`src/rtl/mem_port_arbiter.sv`:
```
// mem_port_arbiter: two-port arbiter/sequencer that is the only driver of the
// 8-word x 8-bit memory array. Grants one port, drives the array for one
// ACCESS cycle, then acks the winner in RESP (one transaction per 3 clocks).
// Optional build macro: ARB_FIXED_PRIO_EN -- port 0 always wins a tie and
// no round-robin history is kept. Default build is round-robin.
module mem_port_arbiter #(
  parameter int ADDR_W = 3,
  parameter int DATA_W = 8
) (
  input  logic              clk,
  input  logic              clear,
  input  logic              req0,
  input  logic              rw0,
  input  logic [ADDR_W-1:0] addr0,
  input  logic [DATA_W-1:0] wdata0,
  output logic              ack0,
  input  logic              req1,
  input  logic              rw1,
  input  logic [ADDR_W-1:0] addr1,
  input  logic [DATA_W-1:0] wdata1,
  output logic              ack1,
  output logic [DATA_W-1:0] rdata,
  output logic              busy,
  output logic              gnt_id,
  output logic              mem_rw,
  output logic [ADDR_W-1:0] mem_add,
  output logic [DATA_W-1:0] mem_din,
  input  logic [DATA_W-1:0] mem_dout
);

  typedef enum logic [1:0] {
    S_IDLE   = 2'd0,
    S_ACCESS = 2'd1,
    S_RESP   = 2'd2
  } state_e;

  typedef struct packed {
    logic              rw;
    logic [ADDR_W-1:0] addr;
    logic [DATA_W-1:0] data;
  } cmd_t;

  cmd_t [1:0] cmd;
  logic [1:0] req;
  logic       win;

  assign cmd[0] = {rw0, addr0, wdata0};
  assign cmd[1] = {rw1, addr1, wdata1};
  assign req    = {req1, req0};

  state_e            state_q, state_d;
  logic [1:0]        ack_q, ack_d;
  logic [DATA_W-1:0] rdata_q, rdata_d;
  logic              busy_q, busy_d;
  logic              gnt_q, gnt_d;
  logic              mem_rw_q, mem_rw_d;
  logic [ADDR_W-1:0] mem_add_q, mem_add_d;
  logic [DATA_W-1:0] mem_din_q, mem_din_d;
`ifndef ARB_FIXED_PRIO_EN
  logic              rr_last_q, rr_last_d;
`endif

  // Winner of the IDLE-cycle arbitration (only meaningful when some req is high).
  always_comb begin
`ifdef ARB_FIXED_PRIO_EN
    win = ~req[0];
`else
    win = (&req) ? ~rr_last_q : req[1];
`endif
  end

  // Next-state and next-output logic; mem_rw is only ever high for the
  // ACCESS cycle because the array always decodes some row.
  always_comb begin
    state_d   = state_q;
    ack_d     = '0;
    rdata_d   = rdata_q;
    busy_d    = busy_q;
    gnt_d     = gnt_q;
    mem_rw_d  = 1'b0;
    mem_add_d = mem_add_q;
    mem_din_d = mem_din_q;
`ifndef ARB_FIXED_PRIO_EN
    rr_last_d = rr_last_q;
`endif
    case (state_q)
      S_IDLE: begin
        if (|req) begin
          state_d   = S_ACCESS;
          busy_d    = 1'b1;
          gnt_d     = win;
          mem_rw_d  = cmd[win].rw;
          mem_add_d = cmd[win].addr;
          mem_din_d = cmd[win].data;
        end
      end
      S_ACCESS: begin
        state_d = S_RESP;
        if (!mem_rw_q) rdata_d = mem_dout;
        ack_d[gnt_q] = 1'b1;
      end
      S_RESP: begin
        state_d = S_IDLE;
        busy_d  = 1'b0;
`ifndef ARB_FIXED_PRIO_EN
        rr_last_d = gnt_q;
`endif
      end
      default: begin
        state_d = S_IDLE;
        busy_d  = 1'b0;
      end
    endcase
  end

  // State and registered outputs; clear drops mem_rw at once so an
  // in-flight write never reaches the array.
  always_ff @(posedge clk or negedge clear) begin
    if (!clear) begin
      state_q   <= S_IDLE;
      ack_q     <= '0;
      rdata_q   <= '0;
      busy_q    <= 1'b0;
      gnt_q     <= 1'b0;
      mem_rw_q  <= 1'b0;
      mem_add_q <= '0;
      mem_din_q <= '0;
`ifndef ARB_FIXED_PRIO_EN
      rr_last_q <= 1'b1;
`endif
    end else begin
      state_q   <= state_d;
      ack_q     <= ack_d;
      rdata_q   <= rdata_d;
      busy_q    <= busy_d;
      gnt_q     <= gnt_d;
      mem_rw_q  <= mem_rw_d;
      mem_add_q <= mem_add_d;
      mem_din_q <= mem_din_d;
`ifndef ARB_FIXED_PRIO_EN
      rr_last_q <= rr_last_d;
`endif
    end
  end

  assign ack0    = ack_q[0];
  assign ack1    = ack_q[1];
  assign rdata   = rdata_q;
  assign busy    = busy_q;
  assign gnt_id  = gnt_q;
  assign mem_rw  = mem_rw_q;
  assign mem_add = mem_add_q;
  assign mem_din = mem_din_q;

endmodule

```
`config.mk`:
```
export PLATFORM = sky130hd
export DESIGN_NAME = mem_port_arbiter
export DESIGN_NICKNAME = d
export VERILOG_FILES = /design/src/rtl/mem_port_arbiter.sv
export SDC_FILE = /design/constraint.sdc
export NUM_CORES = 1
export LEC_CHECK = 0
export CORE_MARGIN = 2
export CORE_UTILIZATION = 39
export DETAILED_ROUTE_END_ITERATION = 7
export GPL_ROUTABILITY_DRIVEN = 0
export PLACE_DENSITY = 0.79
export SYNTH_ARGS = -nofsm -noshare
export SYNTH_HDL_FRONTEND = slang
export SYNTH_SLANG_ARGS = --single-unit
```
`constraint.sdc`:
```
create_clock -name clk -period 1.75 [get_ports clk]
set_input_delay 0.4375 -clock clk [delete_from_list [all_inputs] [get_ports clk]]
set_output_delay 0.4375 -clock clk [all_outputs]
set_load 0.01 [all_outputs]
```
* Yosys cells after proc, flatten, opt, wreduce, memory -nomap -nowiden
Cells that the tools add are included.
** Storage, ports and cells
- Bits in registers :: 27
- Output and inout port bits :: 24
- Bits of input ports :: 36
- Logic and storage cells :: 37
** Operators by class
- Reduce and logical (&&, ||, !) cells :: 7
- Muxes and demuxes :: 12
- $lt $le $gt $ge :: 3
- Bitwise gates (word level) :: 3
- Eq/ne operators :: 3
** Operators by type and width (number)
- $mux 12 :: 2
- $reduce_and 2->1 :: 4
- $mux 1 :: 5
- $lt 1x2->1 const B :: 2
- $mux 2 :: 2
- $pmux 2 s2 :: 1
- $not 1->1 :: 3
- $eq 2x1->1 const B :: 1
- $eq 2x2->1 const B :: 1
- $logic_not 2->1 :: 1
- $ne 2x2->1 const B :: 1
- $pmux 1 s2 :: 1
- $reduce_or 2->1 :: 1
- $demux 1 s1 :: 1
- $ge 1x1->1 const B :: 1
- $logic_and 1x1->1 :: 1

* Longest topological paths before layout
- Word-level depth :: 6
- Gate-level depth with buffers :: 4
- Gate-level depth less buffers :: 3

* Worst setup path after synthesis
No wires, ideal clock.
- Kind :: register to register
- Start :: reg rr_last_q
- End :: reg mem_add_q[0], in the netlist mem_add[0]
- Required time :: 1.625 ns
- Period minus slack after synthesis :: 1.497 ns
- Setup slack :: 0.253 ns
- Library setup time :: 0.125 ns
- Path buffers :: 1
- Data arrival time :: 1.372 ns
- Cell stages (with the launch flop) :: 5
- Cell sequence :: dfstp_2 a21bo_2 buf_6 mux2_4 mux2_2
** Between the ends
- Longest elaborated chain between the ends :: 4
** RTL lines
- start: declaration :: line 60 : logic rr_last_q, rr_last_d;
- start signal: assignment :: line 141 : rr_last_q <= rr_last_d;
- $not 1->1 :: line 68 : win = (&req) ? ~rr_last_q : req[1];
- $mux 1 :: line 68
- $mux 12 (2 in series)
- end signal: assignment :: line 138 : mem_add_q <= mem_add_d;
- end: declaration :: line 57 : logic [ADDR_W-1:0] mem_add_q, mem_add_d;
No other way between the ends. The select of a mux whose other input is x is not followed.
A chain may end at the register's enable or synchronous reset.

* Worst setup path after layout
- Start :: reg gnt_q, in the netlist gnt_id
- End :: out gnt_id
** RTL lines
- start: declaration :: line 55 : logic gnt_q, gnt_d;
- start signal: assignment :: line 136 : gnt_q <= gnt_d;
- end: declaration :: line 24 : output logic gnt_id,
No word-level cell between the ends.

==> impl_metrics.tcl <==
set metrics [dict create \
    path_max_fanout 2 \
    syn_nets 112 \
    drtIter0Drc 12 \
    numPortBuffers 59 \
    final.period_utilization_pct 96.0 \
    syn2layout_area_growth_pct 58.8 \
    fin_ws_ps 70.2 \
    fillers 240 \
    grt_pass1_vias 885 \
    ys_warn_count 0 \
    root_buffer "clkbuf_4" \
    synthTopCellsByArea "dfrtp_1 (56%), mux2_2 (22%), mux2_4 (10%), dfstp_2 (2.3%), nand2b_1 (1.1%)" \
    crit_buf_inv 1 \
    synth_common_cells "dfrtp_1 (26), mux2_2 (23), mux2_4 (8)" \
    die-area_sq_um 3430 \
    drtPass1Iterations 6 \
    dr_total_vias 843 \
    post-place-ws_ps -328 \
    critPathCaptureType "primary output" \
    wl_um 2310 \
    std_cell_rows 19 \
    drc 6 \
    ys.flop_type "dfrtp_1" \
    finClkSkew_ps 10.2 \
    slowest_delay_ps 540 \
    grt_max_degree 26 \
    synth_top_area_share_pct 56.0 \
    required_ps 1310 \
    synthCells 76 \
    yosysUniqueCellTypes 17 \
    slew_headroom_pct 76.2 \
    pin_count 60 \
    synth_seq_area_share_pct 58.2 \
    report.final.slew_viol_count 0 \
    finalNetCount 179 \
    grt_setup_unrepaired "no" \
    grt_usage_pct 14.4 \
    ant_nets 0 \
    cts_num_sinks 27 \
    clk_pin_slew_ps 140 \
    drv_cap 0 \
    crit_type "flop to primary output" \
    core_area_sq_um 2810 \
    cts_inserted_buffers 3 \
    critPathSlowestCell "clkdlybuf4s50_1" \
    final_hold_viol_count 0 \
    setup_viol 0 \
    finalCriticalPeriod_ps 1680 \
    synth_enable_flop_cells 0 \
    synth_top_cell_by_area "dfrtp_1" \
    insertion_delay_ps 310 \
    synth.cell_area_sq_um 1160 \
    violations "design-rule violations" \
    fmax_mhz 595 \
    outcome "complete, but fails checks" \
    initial_core_util_pct 41.4 \
    cts_tree "built" \
    synth.most_common_cell "dfrtp_1" \
    grt_pass1_wl_um 3810 \
    routed_via_density 4.87 \
    clockBufferDepth 2 \
    start_kind "flop" \
    dp_hpwl_um 1870 \
    ys_async_sr_fraction_pct 100 \
    critPathTopFamily "buffers and inverters" \
    p_per_area_nw_per_um2 1540 \
    crit_chain "clkdlybuf4s50_1" \
    whs_ps 290 \
    cts-htree-levels 1 \
    synth-seq-cells 27 \
    hold_path.class "input pin to asynchronous set/reset pin" \
    die_y_um 58.6 \
    p_leak_nw 0.810 \
    die_x_um 58.6 \
    drive_above_1_share_pct 29.6 \
    arrival_ps 1240 \
    synth.avg_cell_area_sq_um 15.3 \
    post_drt_wl_per_cell_um 13.4 \
    antenna_found_initial 0 \
    worst_pin_slew_ps 357 \
    diodes 0 \
    gr-total-overflow 0 \
    vdd_ir_drop_max_mv 0.757 \
]
-- stage by stage --
step / std cells / utilization [%] / power (mW) / TNS [ps] / cell area (sq um)
finish: 173 / 65.8 / 2.84 / 0 / 1850
CTS: 173 / 65.6 / 2.87 / 0 / 1840
global route: 173 / 65.8 / 3.03 / 0 / 1850
global placement: 168 / 64.4 / 2.56 / -2960 / 1810
detailed placement: 168 / 64.4 / 2.60 / -3330 / 1810
floorplan: 76 / - / 1.82 / 0 / 1160
-- final timing paths --
path                              end      start  slack, ps  cells after the start
max reg2reg                mem_din[2]  rr_last_q        200                      3
min in group clk             rdata[3]   rdata[3]        520                      1
max in group asynchronous   rr_last_q      clear        900                      2
min reg2reg                  rdata[3]   rdata[3]        520                      1
min                          ack_q[0]      clear        290                      1
max                            gnt_id     gnt_id         70                      1
-- cells in the final DEF (no fill, tap or decap) --
cell type / Yosys / routed
clkdlybuf4s50_1: 0 / 59
inv_1: 3 / 3
and2_1: 1 / 1
o21ai_0: 1 / 1
nand2b_1: 2 / 2
buf_4: 0 / 5
clkbuf_1: 0 / 1
mux2i_1: 1 / 1
nor3_1: 1 / 1
a21bo_4: 0 / 1
nor2_2: 1 / 1
mux2_4: 8 / 8
clkbuf_4: 0 / 3
o21ai_1: 1 / 1
nor2_1: 3 / 3
dfstp_2: 1 / 1
a21o_1: 1 / 1
mux2_2: 23 / 23
dfrtp_1: 26 / 26
-- flip-flops by register name, summed over array words and instances, names as in the netlist --
| signal | count |
|---|---|
| busy | 1 |
| mem_rw | 1 |
| mem_din | 8 |
| gnt_id | 1 |
| mem_add | 3 |
| rdata | 8 |
| state_q | 2 |
| rr_last_q | 1 |
| ack_q | 2 |
-- power by group --
group	switching (mW)	total, mW	leakage [nW]	internal (mW)
Combinational	0.521	1.48	0.474	0.959
Clock	0.163	0.251	0.0150	0.0888
Sequential	0.168	1.11	0.321	0.941
-- routing by layer --
layer / GRT usage, % / vias up / wire length (um) / share of wire, %
met2: 27.8 / 41 / 1250 / 54
li1: - / 393 / - / -
met5: 0 / - / 0 / 0
met4: 1.95 / 0 / 0 / 0
met1: 15.5 / 409 / 816 / 35
met3: 4.84 / 0 / 248 / 11
-- cell families (layout without fill, tap and decap cells) --
group | after synthesis | after routing | share of synthesized area, %
simple gates | 8 | 8 | 3.55
mux | 32 | 32 | 33.5
compound gates | 4 | 4 | 2.37
flops | 27 | 27 | 58.2
buf+inv | 5 | 71 | 2.37
-- area by class of cell --
class	count	area (sq um)	area share, %
Sequential cell	27	677	36.7
Tap cell	31	38.8	2.10
Multi-Input combinational cell	44	464	25.2
Timing Repair Buffer	64	628	34.0
Clock buffer	4	26.3	1.42
Inverter	3	11.3	0.610
-- what timing repair did --
action | CTS | global route
endpoints found under the setup margin | 1 | 3
gates resized for setup | 0 | 1
hold buffers | 0 | 0
buffers inserted | 1 | 0
Note: power is estimated with default switching activity, not from simulation.
==> RTL edit (same settings) <==
The parameter `DATA_W` goes from 8 to 7.
--- a/src/rtl/mem_port_arbiter.sv
+++ b/src/rtl/mem_port_arbiter.sv
@@ -6,5 +6,5 @@
 module mem_port_arbiter #(
   parameter int ADDR_W = 3,
-  parameter int DATA_W = 8
+  parameter int DATA_W = 7
 ) (
   input  logic              clk,
Interface: changed (5 resized); port bits go from 60 to 55. No check against the original RTL was run, so the function may have changed too.
==> RTL edit against the original RTL <==
- fmax decreased by 0.50%
- worst hold slack improved by 180 ps
- non-clock buffer count decreased by 7
- power decreased by 5.1%
- sequential share of layout area decreased by 0.79 points
- sequential cell count decreased by 2
- global-route usage increased by 0.59 points
- synthesized cell count decreased by 7.9%
- worst setup slack got worse by 8.4 ps
- final area decreased by 5.4%
- synthesized area decreased by 3.3%
- first-iteration DRC count decreased by 58%
- wire length decreased by 4.6%
- cell count decreased by 7.5%
- critical path type unchanged
- critical endpoint is now mem_din[4]
==> RTL edit: results (changes against the original RTL) <==
CTS root buf clkbuf_4; clock-pin slew on the worst setup and hold paths 130 ps; Peak VDD IR 0.964 mV (+27%); Pre-antenna DRT Iters 3 (-3); Final setup violation count 0 (unchanged); latest clock arrival within the worst-skew pair 310 ps (about the same); vias in the first global route 857 (-3.2%); Post-Synthesis Cells 70 (-7.9%); post-synth cell types 18 (+1); top post-synthesis cells by area dfrtp_1 53%, mux2_4 21%, mux2_2 9.0%, dfstp_2 2.3%, mux2_1 2.0%; vias per cell 4.78 (-1.9%); worst-path maximum fanout 2 (unchanged); # H-tree levels 1 (unchanged); Post-synth top cells 24 x dfrtp_1, 16 x mux2_4, 9 x mux2_2; initial antenna violation count 0 (unchanged); max incr delay on CP 550 ps; Sw Ratio 30.2% (+0.18 points); Synth async-reset ratio 100% (unchanged); Arr. time, crit path 1250 ps; sequential fraction of the synthesis area 55.8% (-2.4 points); GRT Util Overall 15.0% (+0.59 points); Hold Crit Class in2async; layout cells sized above 1 27.9% (-1.7 points); number of DRC markers in iteration 0 5 (-7); Leakage 0.774 nW (-4.4%); Fill cells 217 (-9.6%); post-synth net total 103 (-8.0%); DP HPWL 1760 microns (-5.7%); number of diodes 0 (unchanged); Finished Layout Cells 160 (-7.5%); port bufs 54 (-8.5%); Num CTS Buffers 3 (unchanged); Routed WL 2200 microns (-4.6%); slew margin rel. 76.6% (+0.38 points); Yosys warning count 0 (unchanged); Post-CTS Setup Bufs 0 (-1); largest net degree at the start of global routing 26 (unchanged); CTS resizes 0 (unchanged); status finished, final reports clean; delay-heaviest family, CP buffers and inverters; first-pass GRT wire length 3750 microns (-1.4%); Worst Clk Skew 5.28 ps (-4.89 ps); largest buffer count on any clock path 2 (unchanged); Crit-path slowest cell clkdlybuf4s50_1
## RTL edit: changes by cell type in the layout (fill, tap and decap cells not counted), sizes merged, moves of 2 or more
cell,delta
clkdlybuf4s50,-5
mux2,-4
buf,-2
dfrtp,-2
## RTL edit: cell type report
class | instances | area [sq um] | area share, %
clock buffers | 3 | 22.5 | 1.29
clock inverters | 1 | 5.00 | 0.287
flip-flops and latches | 25 | 627 | 35.9
repair buffers | 57 | 576 | 33.0
multi-input cells | 40 | 467 | 26.7
well taps | 31 | 38.8 | 2.22
inverters | 3 | 11.3 | 0.645
## RTL edit: path summary, 6_finish.rpt
check,from,endpoint,slack [ps],depth (start not counted)
min in group clk,gnt_id,ack_q[0],480,1
max in group asynchronous,clear,rr_last_q,1000,2
worst max-delay path,mem_din[4],mem_din[4],60,1
worst min-delay path,clear,mem_din[6],470,2
worst min register to register,gnt_id,ack_q[0],480,1
worst max register to register,rr_last_q,mem_din[5],220,3
## RTL edit: routing by layer
layer / track usage, % / part of all wire [%]
met1: 18.5 / 38
met2: 23.9 / 51
met3: 3.79 / 8.5
met4: 8.64 / 2.0
met5: 0 / 0
## RTL edit: through the flow
step / area, sq um / total power [mW] / worst slack, ps
CTS: 1750 / 2.74 / 46.9
global placement: 1720 / 2.45 / -163
floorplan: 1120 / 1.76 / 288
detailed placement: 1720 / 2.48 / -218
global route: 1750 / 2.88 / 7.04
finish: 1750 / 2.70 / 61.8
## RTL edit: kinds of logic (layout without fill, tap and decap cells)
kind of cell / count (synthesis) / in the layout / synth area share, %
muxes: 29 / 29 / 34.2
and+or+nand+nor: 7 / 7 / 4.12
buffers and inverters: 5 / 64 / 2.67
AOI/OAI and AO/OA: 4 / 4 / 3.23
DFF: 25 / 25 / 55.8
## RTL edit: power by group through the flow
| stage | logic, mW | registers [mW] | clock network, mW |
|---|---|---|---|
| 6_report | 1.41 | 1.04 | 0.250 |
| 3_5_place_dp | 1.44 | 1.05 | 0 |
| 3_3_place_gp | 1.40 | 1.04 | 0 |
| 4_1_cts | 1.44 | 1.04 | 0.258 |
| 2_1_floorplan | 0.609 | 1.15 | 0 |
| 5_1_grt | 1.50 | 1.08 | 0.290 |
